<file path="config.mk">
export PLATFORM = sky130hd
export DESIGN_NAME = pc_unit_stack
export DESIGN_NICKNAME = d
export VERILOG_FILES = /design/src/rtl/pc_unit_stack.sv
export SDC_FILE = /design/constraint.sdc
export NUM_CORES = 1
export LEC_CHECK = 0
export ABC_AREA = 1
export CORE_UTILIZATION = 43
export DETAILED_ROUTE_END_ITERATION = 10
export PLACE_DENSITY_LB_ADDON = 0.12
export SYNTH_ARGS = -nofsm -noshare
export SYNTH_HDL_FRONTEND = slang
export SYNTH_SLANG_ARGS = --single-unit
</file>
<file path="constraint.sdc">
create_clock -name Clock -period 2.7 [get_ports Clock]
set_input_delay 0.27 -clock Clock [delete_from_list [all_inputs] [get_ports Clock]]
set_output_delay 0.27 -clock Clock [all_outputs]
set_load 0.01 [all_outputs]
</file>
<file path="src/rtl/pc_unit_stack.sv">
// rtl/pc_unit_stack.sv - nRisc program counter with sequential/branch/jump and call/return stack
module pc_unit_stack #(
    parameter int               WIDTH        = 8,
    parameter int               STACK_DEPTH  = 4,
    parameter logic [WIDTH-1:0] RESET_VECTOR = '0,
    parameter int               INC          = 1,
    localparam int              CW           = $clog2(STACK_DEPTH) + 1
) (
    input  logic             Clock,
    input  logic             Reset,
    input  logic             EscPC,
    input  logic [2:0]       Op,
    input  logic [WIDTH-1:0] Offset,
    input  logic [WIDTH-1:0] EntradaPC,
    output logic [WIDTH-1:0] SaidaPC,
    output logic [CW-1:0]    StackCount,
    output logic             Overflow,
    output logic             Underflow
);

    localparam int               AW    = (STACK_DEPTH > 1) ? $clog2(STACK_DEPTH) : 1;
    localparam logic [WIDTH-1:0] INC_W = WIDTH'(INC);

    localparam logic [2:0] OP_SEQ    = 3'b000;
    localparam logic [2:0] OP_BRANCH = 3'b001;
    localparam logic [2:0] OP_JUMP   = 3'b010;
    localparam logic [2:0] OP_CALL   = 3'b011;
    localparam logic [2:0] OP_RET    = 3'b100;

    logic [WIDTH-1:0] stack_mem [STACK_DEPTH];

    logic [WIDTH-1:0] pc_inc;
    logic [WIDTH-1:0] pc_next;
    logic [CW-1:0]    cnt_next;
    logic [AW-1:0]    push_idx;
    logic [AW-1:0]    pop_idx;
    logic             stack_full;
    logic             stack_empty;
    logic             do_push;
    logic             ovf_set;
    logic             unf_set;

    // Stack count doubles as the write pointer; the top entry sits one below it.
    assign pc_inc      = SaidaPC + INC_W;
    assign push_idx    = AW'(StackCount);
    assign pop_idx     = AW'(StackCount - CW'(1));
    assign stack_full  = (StackCount == CW'(STACK_DEPTH));
    assign stack_empty = (StackCount == '0);

    always_comb begin
        pc_next  = SaidaPC;
        cnt_next = StackCount;
        do_push  = 1'b0;
        ovf_set  = 1'b0;
        unf_set  = 1'b0;
        if (EscPC) begin
            case (Op)
                OP_SEQ:    pc_next = pc_inc;
                OP_BRANCH: pc_next = SaidaPC + Offset;
                OP_JUMP:   pc_next = EntradaPC;
                OP_CALL: begin
                    if (stack_full) begin
                        ovf_set = 1'b1;
                    end else begin
                        do_push  = 1'b1;
                        cnt_next = StackCount + CW'(1);
                        pc_next  = EntradaPC;
                    end
                end
                OP_RET: begin
                    if (stack_empty) begin
                        unf_set = 1'b1;
                    end else begin
                        cnt_next = StackCount - CW'(1);
                        pc_next  = stack_mem[pop_idx];
                    end
                end
                default:   pc_next = pc_inc;
            endcase
        end
    end

    always_ff @(posedge Clock) begin
        if (Reset) begin
            SaidaPC    <= RESET_VECTOR;
            StackCount <= '0;
            Overflow   <= 1'b0;
            Underflow  <= 1'b0;
        end else begin
            SaidaPC    <= pc_next;
            StackCount <= cnt_next;
            Overflow   <= Overflow | ovf_set;
            Underflow  <= Underflow | unf_set;
        end
    end

    // Entry contents survive reset; only the count is cleared.
    always_ff @(posedge Clock) begin
        if (do_push && !Reset) begin
            stack_mem[push_idx] <= pc_inc;
        end
    end

endmodule
</file>
==> metrics, run 1 <==
slowest CP cell=dfxtp_1; register area share after synthesis=45.82%; root buf cell=clkbuf_8; worst path arrival time=2190 ps; Worst Setup Path Type=reg2reg; Post-synth EDFFs=32; synth warn=0; NetSw=385.9 uW; Seq pwr share=53.7%; Primary FF master, synth=edfxtp_1; final estimated routing congestion in global placement=0.7973; mux contribution to synthesized area=0%; vias per cell=4.858; TritonCTS clock tree=yes; ys async rst share=0%; worst slew pin tran=398.3 ps; IO Pins=35; WHS=475.6 ps; post-synthesis net count=355; power per cell area=453.9 nW/um^2; vias in the first global route=2039; Initial Utilization=44.75%; P_leak=1.329 nW; Tcrit/Tclk final=74.05%; Global Route Usage Sum=20.61%; Max-cap violations=0; outcome=complete, no violations; footprint of the multi-input gates=1216 um^2; DRT iter0 DRCs=88; post-synthesis xor/xnor area fraction=1.972%; Distinct cells, synth=33; Post-CTS Hold Fix Bufs=0; router iterations before antenna repair=4; clock share of power=26.9%; layout cell share with drive strength beyond 1=10.77%; reg2reg end=SaidaPC[7]; # H-tree levels=2; Setup Skew=4.776 ps; Mapped Area=2665 um^2; Mapped Cells=319; Clock Latency Late Sink=290 ps; most common cell in the synthesized netlist=nand2_1; Achievable Freq=500.1 MHz; diodes inserted=0; row cnt=28; most used cell, CP=nand2_1; combinational family with the most area after synthesis=simple AND/OR/NAND/NOR gates; Synth Area in Compound Gates=9.859%; largest net degree at the start of global routing=22; CTS Buf Count=5; top post-synthesis cells by count=nand2_1 (89), inv_1 (36), edfxtp_1 (32), nor2_1 (24); Die X-Extent=80.73 um; core area=5956 um^2; Die Footprint=6517 um^2; Synth area leaders=edfxtp_1 (36%), nand2_1 (13%), dfxtp_1 (9.8%), ha_1 (6.1%), inv_1 (5.1%); logic gate share of total power=19.5%; final WL=5826 um; Crit path required time=2890 ps; setup violators final=0; worst-path cell chain=inv_1 > ha_1 > buf_4 > inv_1 > nand2_1 > a21oi_1 > o21ai_0 > nor2_1 > nand2_1 > nand2_1 > a21oi_1; Resized cells post-CTS=0; via count=2123; Crit Reg-Reg Startpoint=StackCount[1]; post-CTS setup buffers=0; CP Capture Type=register; post-DP HPWL=4357 um; post-synthesis register bit count=45; Overflow after GRT=0; CP endpoint=SaidaPC[7]; fillcell total=572; Worst Setup Start Kind=register; Max VDD drop=0.1863 mV; CTS clk-pin slew, worst paths=80 ps; setup_tns=0 ps; remaining antenna violation count=0; max incr delay on CP=410 ps; cells on worst reg2reg path=11; Die Y=80.73 um; Critical Path Source=StackCount[1]; reg2reg setup slack=700 ps; RSZ-0062 raised after global routing=no; Longest Clk Path Bufs=2; first-pass GRT wire length=9860 um; Tmin final=1999 ps; Sw Ratio=26.71%; initial antenna violation count=0; mean post-synth cell area=8.354 um^2; Pins Over Slew Limit=0; Clock Sinks=45; Port Buf Inserts=34; simple-gate share of the synthesized area=26.95%; routed wire length per instance=13.33 um; most area-hungry cell type in the Yosys netlist=edfxtp_1; # nets final=397; DRC violations left=0; Synth Area in Adders=6.854%; synthesis-to-finish area growth=19.44%; Reg area=1221 um^2; Slew HR=73.16%; Worst Path Max Fanout=10; Hold Path Class=reg2reg; Final Hold Vio Count=0; fraction of synthesized cell area taken by the top area cell type=36.06%; Power Internal=1.059 mW
[power groups by stage]
stage                     clock network (mW)  registers, mW  logic (mW)
after CTS                              0.399          0.775       0.283
after global placement                     0          0.791       0.279
after detailed placement                   0          0.791       0.282
after global routing                   0.427          0.778       0.322
after floorplan                            0          0.791       0.180
final                                  0.388          0.775       0.281
[layout make-up]
cell class / instances / share of cell area, %
multi-input combinational: 223 / 38.21
timing repair buffer: 43 / 12.81
sequential: 45 / 38.36
tap: 75 / 2.948
inverter: 43 / 5.149
clock inverter: 1 / 0.1179
clock buffer: 7 / 2.398
[state kept, by name (all words and copies together) (netlist names)]
register	count
SaidaPC	8
StackCount	3
Overflow	1
stack_mem	32
Underflow	1
[layer usage]
layer  GRT usage [%]  share of wire [%]  vias up
met3           2.500                3.3        2
met1           27.54                 49      933
li1                -                  -     1136
met4           6.607               0.33        0
met2           34.66                 48       52
met5               0                  0        -
[logic make-up after synthesis]
group,after synthesis
buffers and inverters,51
and+or+nand+nor,156
xor gates and xnor gates,6
adders and majority gates,14
AOI/OAI and AO/OA,47
DFF,45
[how the worst min path moves through the flow]
stage,depth (start not counted),to,start
after detailed placement,2,Underflow,Underflow
after global routing,2,Underflow,Underflow
after floorplan,2,Underflow,EscPC
final,2,Underflow,Underflow
after CTS,2,Underflow,Underflow
after global placement,2,Overflow,Overflow
[placed cells by master, fill, tap and decap left out, drive strengths merged, types with 3 or more instances in the layout]
cell	netlist	final
nand2	91	91
inv	42	42
clkdlybuf4s50	0	34
edfxtp	32	32
nor2	28	28
a21oi	27	27
nand3	26	26
o21ai	17	17
dfxtp	13	13
ha	13	13
buf	8	9
clkbuf	0	7
xor2	5	5
nand4	4	4
nand3b	3	3
or2	3	3
[metrics by stage]
step	worst slack [ps]	power, mW	cells	util [%]	instance area [um^2]
floorplan	657.2	0.9713	319	-	2665
global placement	647.4	1.070	429	52.10	3103
detailed placement	608.8	1.073	429	52.10	3103
CTS	698.0	1.458	437	53.45	3183
global route	418.1	1.528	437	53.45	3183
finish	700.5	1.445	437	53.45	3183
[critical path: cells and delay by family, from the launching register on]
kind	cells	cell delay (ps)
AO/OA/AOI/OAI	3	350
adder cells (fa/ha/maj)	1	280
AND/OR/NAND/NOR	4	330
buffers and inverters	3	540
flip-flops	1	410
No activity file was read; power rests on OpenSTA's default activity.
==> inputs of run 2 (changes only) <==
clock period = 1.9 ns   (was 2.7 ns; I/O delays follow)
==> run 2 against run 1 <==
  * Fmax grew 15%
  * Non-clock buffer count increased by 19
  * Cell count rose by 4.3%
  * Critical path depth down 6
  * Flip-flop and latch count did not move
  * Worst hold slack hardly changed
  * Sequential power increased by 41%
  * Utilization up 3.6 points
  * Clock-buffer cell count shrank 2
  * Highest routed layer unchanged
  * First-iteration DRC count is 16% higher
  * Final area up 6.8%
==> metrics, run 2 (synthesis results as in run 1) <==
outcome=complete, no violations (unchanged); Clock Latency Late Sink=300 ps (was 290 ps); row cnt=28 (unchanged); diodes inserted=0 (unchanged); Largest regs=stack_mem x32, SaidaPC x8, StackCount x3 (unchanged); RSZ-0062 raised after global routing=no (unchanged); CP Capture Type=register (unchanged); footprint of the multi-input gates=1254 um^2 (was 1216 um^2); via count=2240 (was 2123); cells on worst reg2reg path=5 (was 11); Die Y=80.73 um (unchanged); Setup Skew=4.388 ps (was 4.776 ps); Max-cap violations=0 (unchanged); worst slew pin tran=381.2 ps (was 398.3 ps); reg2reg end=stack_mem[0][5] (was SaidaPC[7]); post-route design area=3400 um^2 (was 3183 um^2); CTS Buf Count=5 (unchanged); Max VDD drop=0.3411 mV (was 0.1863 mV); Pins Over Slew Limit=0 (unchanged); layout cell share with drive strength beyond 1=18.11% (was 10.77%); Achievable Freq=577.6 MHz (was 500.1 MHz); router iterations before antenna repair=4 (unchanged); # H-tree levels=2 (unchanged); Worst Setup Path Type=reg2reg (unchanged); remaining antenna violation count=0 (unchanged); routed wire length per instance=13.54 um (was 13.33 um); Final Hold Vio Count=0 (unchanged); WHS=475.7 ps (was 475.6 ps); vias in the first global route=2114 (was 2039); Tcrit/Tclk final=91.13% (was 74.05%); Slew HR=74.50% (was 73.16%); Global Route Usage Sum=21.18% (was 20.61%); Placed Area=3282 um^2 (was 3103 um^2); largest register by flop count=stack_mem (unchanged); DRT iter0 DRCs=102 (was 88); Clock Sinks=45 (unchanged); WHS Endpoint=Underflow (unchanged); commonest cells after routing, fill and taps aside=nand2_1 (88), inv_1 (35), clkdlybuf4s50_1 (34) (was nand2_1 (89), inv_1 (36), clkdlybuf4s50_1 (34)); Longest Clk Path Bufs=2 (unchanged); synthesis-to-finish area growth=27.56% (was 19.44%); Reg area=1222 um^2 (was 1221 um^2); initial antenna violation count=0 (unchanged); first-pass GRT wire length=10250 um (was 9860 um); Worst Setup Slack post-DPL=-138.3 ps (was 608.8 ps); largest net degree at the start of global routing=22 (unchanged); Hold Path Class=reg2reg (unchanged); most common cell after layout, fill and taps aside=nand2_1 (unchanged); core area=5956 um^2 (unchanged); Initial Utilization=44.75% (unchanged); DRC violations left=0 (unchanged); Overflow after GRT=0 (unchanged); Crit path required time=1880 ps (was 2890 ps); Worst Path Max Fanout=8 (was 10); setup violators final=0 (unchanged); power per cell area=673.9 nW/um^2 (was 453.9 nW/um^2); Post-CTS Hold Fix Bufs=0 (unchanged); P_leak=1.439 nW (was 1.329 nW); CTS clk-pin slew, worst paths=90 ps (was 80 ps); post-DP HPWL=4671 um (was 4357 um); Die Footprint=6517 um^2 (unchanged); Hold Path Depth=2 (unchanged); IO Pins=35 (unchanged); fillcell total=563 (was 572); max FFs per register=32 (unchanged); worst path arrival time=1710 ps (was 2190 ps); root buf cell=clkbuf_8 (unchanged); fin worst setup slack=168.6 ps (was 700.5 ps); TritonCTS clock tree=yes (unchanged); Tmin final=1731 ps (was 1999 ps); reg2reg setup slack=170 ps (was 700 ps); Critical Path Source=StackCount[1] (unchanged); final WL=6172 um (was 5826 um); final estimated routing congestion in global placement=0.7730 (was 0.7973); Die X-Extent=80.73 um (unchanged); # nets final=416 (was 397); Crit Reg-Reg Startpoint=StackCount[1] (unchanged); Port Buf Inserts=34 (unchanged); vias per cell=4.912 (was 4.858); Hold Path Origin=Underflow (unchanged); Worst Setup Start Kind=register (unchanged)
-- run 2: worst max-delay path, cell delays in order, from the launching register on --
cell,delay [ps]
dfxtp_1,340
inv_1,50
ha_1,240
a21oi_1,200
nand3_2,250
nor2_4,340
-- run 2: layout make-up --
cell class / count / share of cell area [%]
Inverter: 43 / 4.821
Clock inverter: 3 / 1.362
Sequential cell: 45 / 35.96
Timing Repair Buffer: 62 / 16.19
Tap cell: 75 / 2.760
Multi-Input combinational cell: 223 / 36.88
Clock buffer: 5 / 2.024
-- run 2: routing by layer --
metal	routed length (um)	vias to the layer above	global-route usage [%]
met2	2780	40	33.47
met4	96	0	6.429
met5	0	-	0
met3	213	7	3.864
li1	-	1163	-
met1	3081	1030	29.43
-- run 2: how the worst max path moves through the flow --
stage,to,slack (ps),cells after the start
CTS,stack_mem[0][2],180,5
global placement,SaidaPC[6],-80,14
finish,stack_mem[0][5],170,5
detailed placement,SaidaPC[6],-140,14
global route,SaidaPC[6],6,13
floorplan,stack_mem[0][0],2,7
-- run 2: power breakdown --
part           leakage, nW  switching, mW  total (mW)  internal (mW)
combinational        0.982          0.254       0.461          0.208
sequential           0.402         0.0136        1.09           1.07
clock               0.0543          0.348       0.742          0.394
total                 1.44          0.615        2.29           1.68
-- run 2: metrics by stage --
step	setup TNS (ps)	utilization (%)	std cells	power, mW
3_5_place_dp	-274.9	55.11	448	1.570
2_1_floorplan	0	-	319	1.385
5_1_grt	0	57.08	456	2.397
6_report	0	57.08	456	2.291
4_1_cts	0	57.04	456	2.300
3_3_place_gp	-106.2	55.11	448	1.564
-- run 2: what timing repair did --
item / in CTS / in global routing
endpoints found under the setup margin: 0 / 1
resized for setup: 0 / 1
buffers inserted: 0 / 0
hold endpoints to repair: 0 / 0
